## config.mk

```make
export PLATFORM = sky130hd
export DESIGN_NAME = frame_tx
export DESIGN_NICKNAME = d
export VERILOG_FILES = /design/src/rtl/frame_pkg.sv /design/src/rtl/frame_tx_counter.sv /design/src/rtl/frame_tx.sv
export SDC_FILE = /design/constraint.sdc
export NUM_CORES = 1
export LEC_CHECK = 0
export ABC_AREA = 1
export CAP_MARGIN = 0
export CORE_UTILIZATION = 53
export DETAILED_ROUTE_END_ITERATION = 6
export HOLD_SLACK_MARGIN = 0.03
export PLACE_DENSITY_LB_ADDON = 0.12
export REMOVE_ABC_BUFFERS = 1
export SLEW_MARGIN = 5
export SYNTH_ARGS = -nofsm -noshare
export SYNTH_HDL_FRONTEND = slang
export SYNTH_SLANG_ARGS = --single-unit
```

## constraint.sdc

```tcl
create_clock -name clk_i -period 1.6 [get_ports clk_i]
set_input_delay 0.16 -clock clk_i [delete_from_list [all_inputs] [get_ports clk_i]]
set_output_delay 0.16 -clock clk_i [all_outputs]
set_load 0.05 [all_outputs]
```

## src/rtl/frame_pkg.sv

```systemverilog
// Shared definitions for the frame transmitter and the UART-side unframer.
// The optional checksum byte is controlled by the FRAME_TX_CHECKSUM_EN macro.
package frame_pkg;

    // FSM state encodings
    localparam logic [2:0] ST_IDLE = 3'd0;
    localparam logic [2:0] ST_HDR0 = 3'd1;
    localparam logic [2:0] ST_HDR1 = 3'd2;
    localparam logic [2:0] ST_PAY  = 3'd3;
    localparam logic [2:0] ST_CSUM = 3'd4;

    // Frame header bytes
    localparam logic [7:0] SYNC0 = 8'hA5;
    localparam logic [7:0] SYNC1 = 8'h5A;

    // Number of packed bytes needed to carry one row
    function automatic int unsigned bytes_per_row(input int unsigned linewidth,
                                                  input int unsigned pack_num);
        return (linewidth + pack_num - 1) / pack_num;
    endfunction

    // Counter width for a modulo-n counter (at least one bit)
    function automatic int unsigned cnt_width(input int unsigned n);
        return (n <= 1) ? 1 : $clog2(n);
    endfunction

endpackage

```

## src/rtl/frame_tx_counter.sv

```systemverilog
// Lane/column/row position tracker for the frame transmitter.
// Advances once per accepted pixel and flags byte, row and frame ends.
module frame_tx_counter
    import frame_pkg::*;
#(
    parameter int unsigned pack_num_p     = 8,
    parameter int unsigned linewidth_px_p = 641,
    parameter int unsigned rows_p         = 480,
    localparam int unsigned lane_w_lp     = cnt_width(pack_num_p),
    localparam int unsigned col_w_lp      = cnt_width(linewidth_px_p),
    localparam int unsigned row_w_lp      = cnt_width(rows_p)
) (
    input  logic                 clk_i,
    input  logic                 reset_i,
    input  logic                 step_i,
    output logic [lane_w_lp-1:0] lane_o,
    output logic                 byte_end_c_o,
    output logic                 frame_end_c_o
);

    logic [lane_w_lp-1:0] lane_q, lane_d;
    logic [col_w_lp-1:0]  col_q, col_d;
    logic [row_w_lp-1:0]  row_q, row_d;
    logic                 row_end_c;

    assign row_end_c     = (col_q == col_w_lp'(linewidth_px_p - 1));
    assign byte_end_c_o  = row_end_c | (lane_q == lane_w_lp'(pack_num_p - 1));
    assign frame_end_c_o = row_end_c & (row_q == row_w_lp'(rows_p - 1));
    assign lane_o        = lane_q;

    // Next position: a row end also closes the byte, a frame end clears everything
    always_comb begin
        lane_d = lane_q;
        col_d  = col_q;
        row_d  = row_q;
        if (step_i) begin
            if (frame_end_c_o) begin
                lane_d = '0;
                col_d  = '0;
                row_d  = '0;
            end else if (row_end_c) begin
                lane_d = '0;
                col_d  = '0;
                row_d  = row_q + 1'b1;
            end else begin
                col_d  = col_q + 1'b1;
                lane_d = byte_end_c_o ? '0 : lane_q + 1'b1;
            end
        end
    end

    // Position registers
    always_ff @(posedge clk_i or posedge reset_i) begin
        if (reset_i) begin
            lane_q <= '0;
            col_q  <= '0;
            row_q  <= '0;
        end else begin
            lane_q <= lane_d;
            col_q  <= col_d;
            row_q  <= row_d;
        end
    end

endmodule

```

## src/rtl/frame_tx.sv

```systemverilog
// Transmit framer: packs a narrow pixel stream into row-aligned bytes,
// prefixed by two sync bytes and optionally followed by an XOR checksum
// byte when FRAME_TX_CHECKSUM_EN is defined.
module frame_tx
    import frame_pkg::*;
#(
    parameter int unsigned width_p        = 1,
    parameter int unsigned pack_num_p     = 8,
    parameter int unsigned linewidth_px_p = 641,
    parameter int unsigned rows_p         = 480,
    parameter logic [7:0]  sync0_p        = SYNC0,
    parameter logic [7:0]  sync1_p        = SYNC1
) (
    input  logic               clk_i,
    input  logic               reset_i,
    input  logic               valid_i,
    output logic               ready_o,
    input  logic [width_p-1:0] data_i,
    output logic               valid_o,
    input  logic               ready_i,
    output logic [7:0]         data_o,
    output logic               frame_done_o
);

    localparam int unsigned lane_w_lp = cnt_width(pack_num_p);

    logic [2:0]           state_q, state_d;
    logic [7:0]           data_q, data_d;
    logic [7:0]           acc_q, acc_d;
    logic                 valid_q, valid_d;
    logic                 last_q, last_d;
    logic                 slot_free_c;
    logic                 step_c;
    logic [7:0]           acc_new_c;
    logic [lane_w_lp-1:0] lane_c;
    logic                 byte_end_c;
    logic                 frame_end_c;
`ifdef FRAME_TX_CHECKSUM_EN
    logic [7:0]           csum_q, csum_d;
`endif

    // The single output slot can take a new byte when empty or draining
    assign slot_free_c  = ~valid_q | ready_i;
    assign ready_o      = (state_q == ST_PAY) & slot_free_c;
    assign step_c       = ready_o & valid_i;
    assign acc_new_c    = acc_q | (8'(data_i) << 3'(lane_c * width_p));
    assign valid_o      = valid_q;
    assign data_o       = data_q;
    assign frame_done_o = valid_q & ready_i & last_q;

    frame_tx_counter #(
        .pack_num_p     (pack_num_p),
        .linewidth_px_p (linewidth_px_p),
        .rows_p         (rows_p)
    ) u_counter (
        .clk_i         (clk_i),
        .reset_i       (reset_i),
        .step_i        (step_c),
        .lane_o        (lane_c),
        .byte_end_c_o  (byte_end_c),
        .frame_end_c_o (frame_end_c)
    );

    // Framing FSM and output slot loading
    always_comb begin
        state_d = state_q;
        data_d  = data_q;
        acc_d   = acc_q;
        valid_d = valid_q & ~ready_i;
        last_d  = last_q & ~ready_i;
`ifdef FRAME_TX_CHECKSUM_EN
        csum_d  = csum_q;
`endif
        case (state_q)
            ST_IDLE: begin
                if (valid_i) begin
                    state_d = ST_HDR0;
                end
            end
            ST_HDR0: begin
                if (slot_free_c) begin
                    data_d  = sync0_p;
                    valid_d = 1'b1;
                    last_d  = 1'b0;
`ifdef FRAME_TX_CHECKSUM_EN
                    csum_d  = 8'h00;
`endif
                    state_d = ST_HDR1;
                end
            end
            ST_HDR1: begin
                if (slot_free_c) begin
                    data_d  = sync1_p;
                    valid_d = 1'b1;
                    last_d  = 1'b0;
                    state_d = ST_PAY;
                end
            end
            ST_PAY: begin
                if (step_c) begin
                    if (byte_end_c) begin
                        data_d  = acc_new_c;
                        valid_d = 1'b1;
                        last_d  = 1'b0;
                        acc_d   = 8'h00;
`ifdef FRAME_TX_CHECKSUM_EN
                        csum_d  = csum_q ^ acc_new_c;
                        if (frame_end_c) begin
                            state_d = ST_CSUM;
                        end
`else
                        if (frame_end_c) begin
                            last_d  = 1'b1;
                            state_d = ST_IDLE;
                        end
`endif
                    end else begin
                        acc_d = acc_new_c;
                    end
                end
            end
            ST_CSUM: begin
`ifdef FRAME_TX_CHECKSUM_EN
                if (slot_free_c) begin
                    data_d  = csum_q;
                    valid_d = 1'b1;
                    last_d  = 1'b1;
                    state_d = ST_IDLE;
                end
`else
                state_d = ST_IDLE;
`endif
            end
            default: begin
                state_d = ST_IDLE;
            end
        endcase
    end

    // State, output slot, accumulator and checksum registers
    always_ff @(posedge clk_i or posedge reset_i) begin
        if (reset_i) begin
            state_q <= ST_IDLE;
            data_q  <= 8'h00;
            valid_q <= 1'b0;
            last_q  <= 1'b0;
            acc_q   <= 8'h00;
`ifdef FRAME_TX_CHECKSUM_EN
            csum_q  <= 8'h00;
`endif
        end else begin
            state_q <= state_d;
            data_q  <= data_d;
            valid_q <= valid_d;
            last_q  <= last_d;
            acc_q   <= acc_d;
`ifdef FRAME_TX_CHECKSUM_EN
            csum_q  <= csum_d;
`endif
        end
    end

endmodule

```

==> impl_metrics.yaml <==
hold_path:
  worstHoldPathType: "input port to async pin"
drt:
  routedWlPerCell_um: 13.00
  dr.pass1.iters: 4
  viasPerCell: 5.224
  drc: 0
  met3_length_um: 159
  dr.first_iter.drc_count: 89
  drtAntennaViolNets: 0
  m1WireLength_mm: 2.602
  top_layer_used: "met4"
  wl_mm: 5.343
  dr_total_vias: 2147
  met2WireLength_mm: 2.502
timing:
  setup_tns_ns: 0
  relSlewSlack: 0.7684
  min_period_over_period: 0.9972
  maxSlewViolCount: 0
  hold_viol: 0
  min_period_ns: 1.596
  rsz0062_at_grt: "yes"
  fmax_ghz: 0.6267
  fin_skew_ns: 0.008422
  fin_ws_ns: 0.004425
  worstMarginPinSlew_ns: 0.3447
  setup_viol: 0
pwr:
  power.total_uw: 5769
  leakage_uw: 0.001498
  pwr_density_cell_nw_per_um2: 1814
  peakVddDrop_uv: 1121
critical_path:
  criticalPathCategory: "flip-flop to flip-flop"
  cp_cell_sequence: "inv_2, ha_4, nand2_2, nor2_4, buf_6, nand3_4, nor2_4, o21ai_1, o21ai_1, inv_1"
  worstPathArrival_ns: 1.78
  r2r-start: "u_counter.col_q[1]"
  cp_data_required_time_ns: 1.79
  cp-start-kind: "flip-flop"
  slowest_delay_ns: 0.40
  end_kind: "flip-flop"
  cp_max_fo: 6
  crit_start: "u_counter.col_q[1]"
  cpMaxStageDelayCell: "dfrtp_1"
logic_synthesis:
  synthCells: 303
  syn_area_per_cell_um2: 8.065
  syn-cell-area_um2: 2444
  yosysWarnings: 0
  ys_ff_latch: 42
  seq_area_frac_synth: 0.4301
  synth_cell_types: 33
grt:
  grt_pass1_vias: 2064
  grt_usage: 0.2315
  antenna_found_initial: 0
  grt_max_degree: 43
  overflow: 0
  grt_first_pass_wirelength_mm: 9.073
final_layout:
  nets: 372
  postLayoutCellArea_um2: 3181
  syn2layout_area_growth_pct: 30.16
  drive_gt1_frac: 0.2925
  post-route-util: 0.7255
  nFillCells: 334
  antenna_cells: 0
clock_network:
  path_clk_slew_ns: 0.09
  cts_buffers: 5
  clk_latency_ns: 0.30
  clockRootBuffer: "clkbuf_8"
  htree_levels: 2
  cts_tree: "done"
  cts_sinks: 42
  clockBufferDepth: 2
floorplan:
  die_area_um2: 4886
  initial_core_util: 0.5574
  coreArea_um2: 4384
  fp.dieH_um: 69.90
  ios: 16
  chipWidth_um: 69.90
  rows: 24
placement:
  dp_hpwl_mm: 3.701
  gp_congestion: 0.8223
  dpl_cell_area_um2: 2851
  port_buffers: 15
  place_ws_ns: -0.06539
outcome:
  outcome: "completed"
job:
  drv_cap: 0
## flip-flops by register name, indices dropped and copies added (netlist names)
register / count
acc_q: 8
last_q: 1
valid_o: 1
state_q: 2
data_o: 8
u_counter.row_q: 9
u_counter.col_q: 10
u_counter.lane_o: 3
## layout make-up
cell class / count / area (µm²) / area share
Clock buffer: 6 / 82.58 / 0.02596
Clock inverter: 2 / 60.06 / 0.01888
Inverter: 36 / 137.6 / 0.04327
Multi-Input combinational cell: 222 / 1324 / 0.4162
Sequential cell: 42 / 1054 / 0.3312
Tap cell: 52 / 65.06 / 0.02046
Timing Repair Buffer: 51 / 457.9 / 0.1440
## path summary, 6_finish.rpt
check,endpoint,slack (ns),depth (start not counted)
worst max-delay path,u_counter.row_q[0],0.004,10
max in group asynchronous,state_q[0],1.18,3
worst min-delay path,state_q[1],0.22,3
worst min register to register,data_o[7],0.49,2
min in group clk_i,data_o[7],0.49,2
worst max register to register,u_counter.row_q[0],0.004,10
## report_power, final
part           internal (µW)  switching, µW
logic                   1260           1790
registers               1410            272
clock network            666            380
total                   3330           2440
## synthesized netlist by cell type
cell,n,area share
nand2_1,74,0.11
dfrtp_1,42,0.43
nor2_1,37,0.057
inv_1,30,0.046
nand3_1,21,0.043
o21ai_0,10,0.020
ha_1,9,0.046
a21oi_1,8,0.016
nand4_1,8,0.020
xor2_1,8,0.029
nor3_1,5,0.010
o21ai_1,5,0.010
inv_2,4,0.0061
nand2_2,4,0.010
nand3b_1,4,0.012
nor2_2,4,0.010
o21ai_2,4,0.014
nand3_4,3,0.022
nor2_4,3,0.014
xnor2_1,3,0.011
buf_6,2,0.0092
nor3_4,2,0.013
o22ai_1,2,0.0051
o31ai_1,2,0.0061
a21oi_2,1,0.0036
a22oi_1,1,0.0031
a31oi_1,1,0.0026
buf_4,1,0.0031
clkbuf_2,1,0.0020
clkinv_1,1,0.0015
inv_4,1,0.0026
nor3b_1,1,0.0031
o21bai_1,1,0.0031
## repair_timing
item	in CTS	in global routing
pin swaps	0	10
endpoints found under the setup margin	17	33
cloned	0	1
hold buffers	0	0
resized for setup	6	30
buffers inserted	0	7
endpoints found under the hold margin	0	0
## stage by stage
step,std cells,hold slack (ns)
after floorplan,299,0.3288
after global placement,395,0.4632
after detailed placement,395,0.4693
after CTS,403,0.2254
after global routing,411,0.2439
final,411,0.2159
## logic make-up (layout without fill, tap and decap cells)
family	Yosys count	after routing	share of synthesized area
AND/OR/NAND/NOR	166	167	0.3287
flip-flops	42	42	0.4301
buffers and inverters	40	95	0.07066
AO/OA/AOI/OAI	35	35	0.08500
XOR/XNOR	11	11	0.03943
adder cells (fa/ha/maj)	9	9	0.04608
## cell usage in the layout, fill, tap and decap left out, types with 6 or more instances in the layout
cell	instances
nand2_1	68
dfrtp_1	40
buf_4	39
nor2_1	34
inv_1	25
nand3_1	19
inv_2	9
nand2_2	9
xor2_1	8
nand4_1	8
a21oi_1	8
o21ai_1	7
o21ai_0	7
ha_1	6
clkbuf_8	6
## metal layers
layer,vias to the layer above,global-route usage
met5,-,0
li1,1085,-
met2,33,0.3665
met3,9,0.04762
met1,1020,0.3181
met4,0,0.07778
## critical path: cells and delay by family, from the launching register on
kind	cells	cell delay (ns)
and+or+nand+nor	4	0.54
adders and majority gates	1	0.14
DFF	1	0.40
AOI/OAI and AO/OA	2	0.17
buffers and inverters	3	0.24
No activity file was read; power rests on OpenSTA's default activity.
